[src/rtl/dmem_responder_if.sv]
// Request/response bundle between the MEM-stage requestor and the data-memory
// responder. The requestor presents one word request and holds it while stall=1.
// The responder returns a one-cycle done pulse with rd_data or an err flag.
interface dmem_responder_if;
    logic        req_en;
    logic        req_wr;
    logic [15:0] req_addr;
    logic [15:0] req_data;
    logic        stall;
    logic        done;
    logic [15:0] rd_data;
    logic        err;

    modport master (
        output req_en, req_wr, req_addr, req_data,
        input  stall, done, rd_data, err
    );

    modport slave (
        input  req_en, req_wr, req_addr, req_data,
        output stall, done, rd_data, err
    );
endinterface

[src/rtl/dmem_responder.sv]
// Multi-cycle data-memory responder for the MEM-stage load/store port.
// It takes one word request at a time and stalls the requestor for LATENCY
// cycles. It then pulses done for one cycle, with load data or an alignment
// error. Storage is 2^ADDR_BITS 16-bit words, byte-addressed, and the address
// wraps above the array size.
module dmem_responder #(
    parameter int ADDR_BITS = 8,
    parameter int LATENCY   = 4
) (
    input  logic            clk,
    input  logic            rst,
    dmem_responder_if.slave bus
);

    typedef enum logic [1:0] {
        IDLE,
        BUSY,
        RESP
    } state_t;

    localparam int         DEPTH    = 1 << ADDR_BITS;
    localparam logic [3:0] CNT_INIT = (LATENCY > 1) ? 4'(LATENCY - 2) : 4'd0;
    localparam logic       SINGLE   = (LATENCY == 1);

    state_t                state_q,   state_d;
    logic [3:0]            cnt_q,     cnt_d;
    logic [ADDR_BITS-1:0]  addr_q,    addr_d;
    logic [15:0]           data_q,    data_d;
    logic                  wr_q,      wr_d;
    logic                  mis_q,     mis_d;
    logic                  done_q,    done_d;
    logic                  err_q,     err_d;
    logic [15:0]           rd_data_q, rd_data_d;

    logic [15:0]           mem [DEPTH];

    logic                  can_accept;
    logic                  accept;
    logic                  req_mis;
    logic                  req_short;
    logic [ADDR_BITS-1:0]  req_idx;
    logic                  enter_resp;
    logic                  mem_we;
    logic                  unused_addr_bits;

    // Address bits above the array are ignored, so the address wraps.
    assign req_idx          = bus.req_addr[ADDR_BITS:1];
    assign unused_addr_bits = ^bus.req_addr[15:ADDR_BITS+1];
    assign req_mis          = bus.req_addr[0];

    // A misaligned request, or any request in a single-cycle build, goes to
    // RESP on the edge where it is accepted. So it never stalls the requestor.
    assign req_short  = req_mis | SINGLE;
    assign can_accept = (state_q == IDLE) || (state_q == RESP);
    assign accept     = can_accept & bus.req_en;

    assign bus.stall   = (state_q == BUSY) | (accept & ~req_short);
    assign bus.done    = done_q;
    assign bus.err     = err_q;
    assign bus.rd_data = rd_data_q;

    // Next-state logic: accept a new request, count down while busy, drop back to idle.
    always_comb begin
        // NOTE: every always_comb output gets a default first, so no path can infer a latch.
        state_d = state_q;
        cnt_d   = cnt_q;
        addr_d  = addr_q;
        data_d  = data_q;
        wr_d    = wr_q;
        mis_d   = mis_q;

        if (accept) begin
            addr_d = req_idx;
            data_d = bus.req_data;
            wr_d   = bus.req_wr;
            mis_d  = req_mis;
            if (req_short) begin
                state_d = RESP;
            end else begin
                state_d = BUSY;
                cnt_d   = CNT_INIT;
            end
        end else begin
            case (state_q)
                BUSY: begin
                    if (cnt_q == 4'd0) begin
                        state_d = RESP;
                    end else begin
                        cnt_d = cnt_q - 4'd1;
                    end
                end
                default: state_d = IDLE;
            endcase
        end
    end

    // Response values are prepared on the edge that enters RESP.
    // The *_d values give the transaction that is completing, whether it was
    // latched earlier or accepted on this same edge.
    always_comb begin
        enter_resp = (state_d == RESP);
        mem_we     = enter_resp & wr_d & ~mis_d & ~rst;
        done_d     = enter_resp;
        err_d      = enter_resp & mis_d;
        rd_data_d  = rd_data_q;
        if (enter_resp) begin
            rd_data_d = (!wr_d && !mis_d) ? mem[addr_d] : 16'h0000;
        end
    end

    // State and response registers, with synchronous reset.
    always_ff @(posedge clk) begin
        // NOTE: state uses non-blocking assignments, so every flop samples pre-edge values.
        if (rst) begin
            state_q   <= IDLE;
            cnt_q     <= 4'd0;
            done_q    <= 1'b0;
            err_q     <= 1'b0;
            rd_data_q <= 16'h0000;
        end else begin
            state_q   <= state_d;
            cnt_q     <= cnt_d;
            done_q    <= done_d;
            err_q     <= err_d;
            rd_data_q <= rd_data_d;
        end
    end

    // The request latches only take meaningful values once a request is
    // accepted, so they need no reset.
    always_ff @(posedge clk) begin
        addr_q <= addr_d;
        data_q <= data_d;
        wr_q   <= wr_d;
        mis_q  <= mis_d;
    end

    // Store commit on the edge that enters RESP. A load accepted in that RESP
    // cycle therefore reads the new value.
    always_ff @(posedge clk) begin
        // NOTE: the array is deliberately not reset, so it maps onto RAM and keeps its contents across rst.
        if (mem_we) begin
            mem[addr_d] <= data_d;
        end
    end

endmodule

[src/flat_wrapper.sv]
// flat-port wrapper written by rule: the top's interface ports become plain ports
module dmem_responder_flat 
#(
    parameter int ADDR_BITS = 8,
    parameter int LATENCY   = 4
)
  (clk, rst, bus_req_en, bus_req_wr, bus_req_addr, bus_req_data, bus_stall, bus_done, bus_rd_data, bus_err);
  dmem_responder_if bus_i ();
  input  logic clk;
  input  logic rst;
  input wire logic [$bits(bus_i.req_en)-1:0] bus_req_en;
  input wire logic [$bits(bus_i.req_wr)-1:0] bus_req_wr;
  input wire logic [$bits(bus_i.req_addr)-1:0] bus_req_addr;
  input wire logic [$bits(bus_i.req_data)-1:0] bus_req_data;
  output wire logic [$bits(bus_i.stall)-1:0] bus_stall;
  output wire logic [$bits(bus_i.done)-1:0] bus_done;
  output wire logic [$bits(bus_i.rd_data)-1:0] bus_rd_data;
  output wire logic [$bits(bus_i.err)-1:0] bus_err;
  assign bus_i.req_en = bus_req_en;
  assign bus_i.req_wr = bus_req_wr;
  assign bus_i.req_addr = bus_req_addr;
  assign bus_i.req_data = bus_req_data;
  assign bus_stall = bus_i.stall;
  assign bus_done = bus_i.done;
  assign bus_rd_data = bus_i.rd_data;
  assign bus_err = bus_i.err;
  dmem_responder #(.ADDR_BITS(ADDR_BITS), .LATENCY(LATENCY)) u_core (.clk(clk), .rst(rst), .bus(bus_i));
endmodule
[config.mk]
export PLATFORM = sky130hd
export DESIGN_NAME = dmem_responder_flat
export DESIGN_NICKNAME = d
export VERILOG_FILES = /design/src/rtl/dmem_responder_if.sv /design/src/rtl/dmem_responder.sv /design/src/flat_wrapper.sv
export SDC_FILE = /design/constraint.sdc
export NUM_CORES = 2
export LEC_CHECK = 0
export ABC_AREA = 0
export CAP_MARGIN = 5
export CELL_PAD_IN_SITES_DETAIL_PLACEMENT = 0
export CELL_PAD_IN_SITES_GLOBAL_PLACEMENT = 1
export CORE_ASPECT_RATIO = 1.75
export CORE_MARGIN = 4
export CORE_UTILIZATION = 54
export DETAILED_ROUTE_END_ITERATION = 7
export PLACE_DENSITY_LB_ADDON = 0.1
export SLEW_MARGIN = 20
export SYNTH_ARGS = -nofsm -noshare
export SYNTH_HDL_FRONTEND = slang
export SYNTH_SLANG_ARGS = --single-unit
[constraint.sdc]
create_clock -name clk -period 7.7 [get_ports clk]
set_clock_uncertainty 0.2 [all_clocks]
set_input_delay 1.54 -clock clk [delete_from_list [all_inputs] [get_ports clk]]
set_output_delay 1.54 -clock clk [all_outputs]
set_load 0.02 [all_outputs]
==> flow_metrics.env <==
export IMPL_status="finished, violations left"
export IMPL_violations="DRC"
export IMPL_syn_avg_cell_area_sq_um=14.7
export IMPL_leakage_nw=59.9
export IMPL_setup_viol=0
export IMPL_io_pins=55
export IMPL_required_ns=8.31
export IMPL_timing_reg2reg_setup_slack_ns=1.93
export IMPL_fmax_mhz=154
export IMPL_setup_ws_ns=1.21
export IMPL_relSlewSlack_pct=12.6
export IMPL_die_h_microns=729
export IMPL_synthArstFlopShare_pct=0
export IMPL_synth_distinct_cells=67
export IMPL_dpl_cell_area_sq_mm=0.170
export IMPL_report_final_slew_viol_count=0
export IMPL_path_clk_slew_ns=0.07
export IMPL_htreeDepth=5
export IMPL_grt_max_degree=181
export IMPL_hold_violations=0
export IMPL_drcViolationCount=9
export IMPL_area_delta_synth_final_pct=13.3
export IMPL_cts_sinks=4146
export IMPL_worst_hold_path_type="flop to flop"
export IMPL_postCtsHoldBufs=0
export IMPL_rsz0062_at_grt="no"
export IMPL_gp_congestion=0.895
export IMPL_rows=264
export IMPL_nFillCells=21810
export IMPL_core_sq_mm=0.296
export IMPL_routedWlPerCell_microns=33.2
export IMPL_cts_resized=0
export IMPL_p_per_area_mw_per_mm2=272
export IMPL_grt_pass1_vias=96277
export IMPL_startpoint_type="primary input"
export IMPL_drt_iter0_markers=12116
export IMPL_start_util_pct=54.2
export IMPL_post_dp_hpwl_mm=319
export IMPL_slowest_delay_ns=0.96
export IMPL_crit_family="compound AO/OA/AOI/OAI gates"
export IMPL_seqCellArea_sq_mm=0.124
export IMPL_critPathArrivalTime_ns=7.09
export IMPL_synth_area_sq_mm=0.160
export IMPL_crit_chain="clkdlybuf4s50_1 > nand2b_2 > a21oi_4 > inv_8 > nor2_4 > buf_12 > buf_4 > a32oi_1 > a31oi_1 > nor2_1 > a31oi_1 > nor3_1 > a22o_1"
export IMPL_worstMarginPinSlew_ns=1.31
export IMPL_cts_path_max_buffers=4
export IMPL_finalPower_mw=49.4
export IMPL_ys_ff_latch=4146
export IMPL_crit_buf_inv=4
export IMPL_fin_crit_sh_pct=84.2
export IMPL_multiInputGateArea_sq_mm=0.0337
export IMPL_io_buffers=47
export IMPL_ys_warn_count=0
export IMPL_vias_per_cell=6.41
export IMPL_gr_total_overflow=0
export IMPL_synth_edf_count=4096
export IMPL_cts_tree="built"
export IMPL_drt_pass1_iterations=8
export IMPL_peakVddDrop_mv=0.247
export IMPL_nNetsFinal=11400
export IMPL_grt_pass1_wl_mm=718
export IMPL_final_util_pct=61.4
export IMPL_synth_net_count=10932
export IMPL_finalCriticalPeriod_ns=6.49
export IMPL_drtAntennaViolNets=0
export IMPL_cts_setup_buffers=0
export IMPL_synth_seq_area_share_pct=77.3
export IMPL_die_width_microns=420
export IMPL_crit_type="primary input to flop"
export IMPL_root_buffer="clkbuf_16"
export IMPL_cp_slowest_cell="nor2_4"
export IMPL_drive_above_1_share_pct=12.7
export IMPL_max_cap_viol_count=0
export IMPL_via_count=99496
export IMPL_synthFlopType="edfxtp_1"
export IMPL_crit_path_frequent_cell="a31oi_1"
export IMPL_antenna_found_initial=27
export IMPL_finalWirelength_mm=516
export IMPL_cts_buffers=366
export IMPL_post_place_ws_ns=0.191
export IMPL_die_area_sq_mm=0.306
export IMPL_critPathMaxFanout=34
export IMPL_tns_ns=0
export IMPL_cp_end_kind="flop"
export IMPL_clk_latency_ns=0.91
export IMPL_syn_inst=10894
export IMPL_grt_use_total_pct=33.2
export IMPL_fin_area_sq_mm=0.182
placed cells by master (no fill, tap or decap), types with 20 or more instances in the layout:
cell type           n
edfxtp_1         4096
nand2_1          2871
nand3_1           919
buf_4             631
mux2i_1           464
a31oi_1           413
clkbuf_16         370
a32oi_1           360
nor2_1            259
a21oi_1           113
buf_12            103
mux4_2             93
clkinv_1           80
nand4_1            75
clkbuf_1           72
nor4_1             58
clkinv_2           58
nor2_2             54
dfxtp_1            50
clkdlybuf4s50_1    47
o22ai_1            43
bufinv_16          41
nor3_1             26
o21ai_0            24
nand2_2            23
a22oi_1            23
o221ai_1           22
nand2_4            20
synthesized netlist by cell type, types with 6 or more instances:
master | number | share of area (%)
a221oi_1 | 9 | 0.049
nor3_1 | 26 | 0.081
a22oi_1 | 23 | 0.11
o22ai_1 | 43 | 0.17
nand4_1 | 75 | 0.29
dfxtp_1 | 50 | 0.62
a31oi_1 | 416 | 1.6
a32oi_1 | 360 | 2.0
buf_4 | 48 | 0.22
nand2b_1 | 7 | 0.027
mux2i_1 | 466 | 2.9
a21oi_1 | 115 | 0.36
buf_2 | 343 | 1.1
a31o_2 | 10 | 0.055
edfxtp_1 | 4096 | 77
and3_1 | 14 | 0.055
o221ai_1 | 22 | 0.12
a32o_1 | 9 | 0.056
nor4_1 | 62 | 0.24
o21ai_0 | 25 | 0.078
a311oi_1 | 14 | 0.076
nand3_1 | 919 | 2.9
or3_1 | 6 | 0.023
a22o_1 | 8 | 0.044
mux4_2 | 93 | 1.3
nand2_1 | 2914 | 6.8
clkbuf_1 | 211 | 0.49
buf_1 | 76 | 0.18
nor2_1 | 320 | 0.75
a2111oi_0 | 21 | 0.11
o31ai_1 | 6 | 0.028
path summary, 6_finish.rpt:
kind	cells past startpoint	startpoint	end
min reg2reg	2	u_core.wr_q	u_core.wr_q
max reg2reg	12	u_core.state_q[0]	u_core.bus.rd_data[12]
max	13	bus_req_en	u_core.bus.rd_data[12]
min	2	u_core.wr_q	u_core.wr_q
where the power goes:
part	switching [mW]	internal [mW]	total, mW
registers	0.0207	25.3	25.3
clock network	8.09	10.2	18.3
logic	4.30	1.40	5.71
total	12.4	36.9	49.4
logic make-up after synthesis:
group / after synthesis / share of synthesized area, %
compound gates: 1124 / 5.07
xor+xnor: 2 / 0.0109
fa+ha+maj: 2 / 0.0156
buf+inv: 691 / 2.02
flops: 4146 / 77.3
mux: 565 / 4.27
simple gates: 4364 / 11.3
area by class of cell:
class / count / share of cell area, %
repair buffers: 782 / 4.02
clock buffers: 446 / 5.28
diodes: 18 / 0.0248
inverters: 9 / 0.0358
flip-flops and latches: 4146 / 68.3
multi-input cells: 6057 / 18.5
clock inverters: 210 / 1.17
well taps: 3857 / 2.66
worst register-to-register path: stages, from the launching register on:
cell	delay, ns
dfxtp_1	0.56
and3b_1	0.26
a21oi_4	0.79
inv_8	0.40
nor2_4	0.97
buf_12	0.33
buf_4	0.32
a32oi_1	0.13
a31oi_1	0.20
nor2_1	0.15
a31oi_1	0.72
nor3_1	0.34
a22o_1	0.28
routing by layer:
metal / routed length, microns / track usage (%) / share of wire [%]
met5: 89 / 0 / 0.017
met2: 254000 / 55.3 / 49
met3: 42500 / 5.06 / 8.2
met4: 36900 / 19.9 / 7.2
met1: 182000 / 41.4 / 35
registers in the layout (all words and copies together), names as in the netlist:
signal,flops
u_core.addr_q,8
u_core.bus.done,1
u_core.bus.err,1
u_core.bus.rd_data,16
u_core.cnt_q,4
u_core.data_q,16
u_core.mem,4096
u_core.mis_q,1
u_core.state_q,2
u_core.wr_q,1
stage by stage:
step                hold WS [ns]  std cells
CTS                        0.280      15507
finish                     0.294      15525
global placement           0.253      14849
detailed placement         0.271      14851
floorplan                  0.241      10894
global route               0.321      15515
No activity file was read; power rests on OpenSTA's default activity.
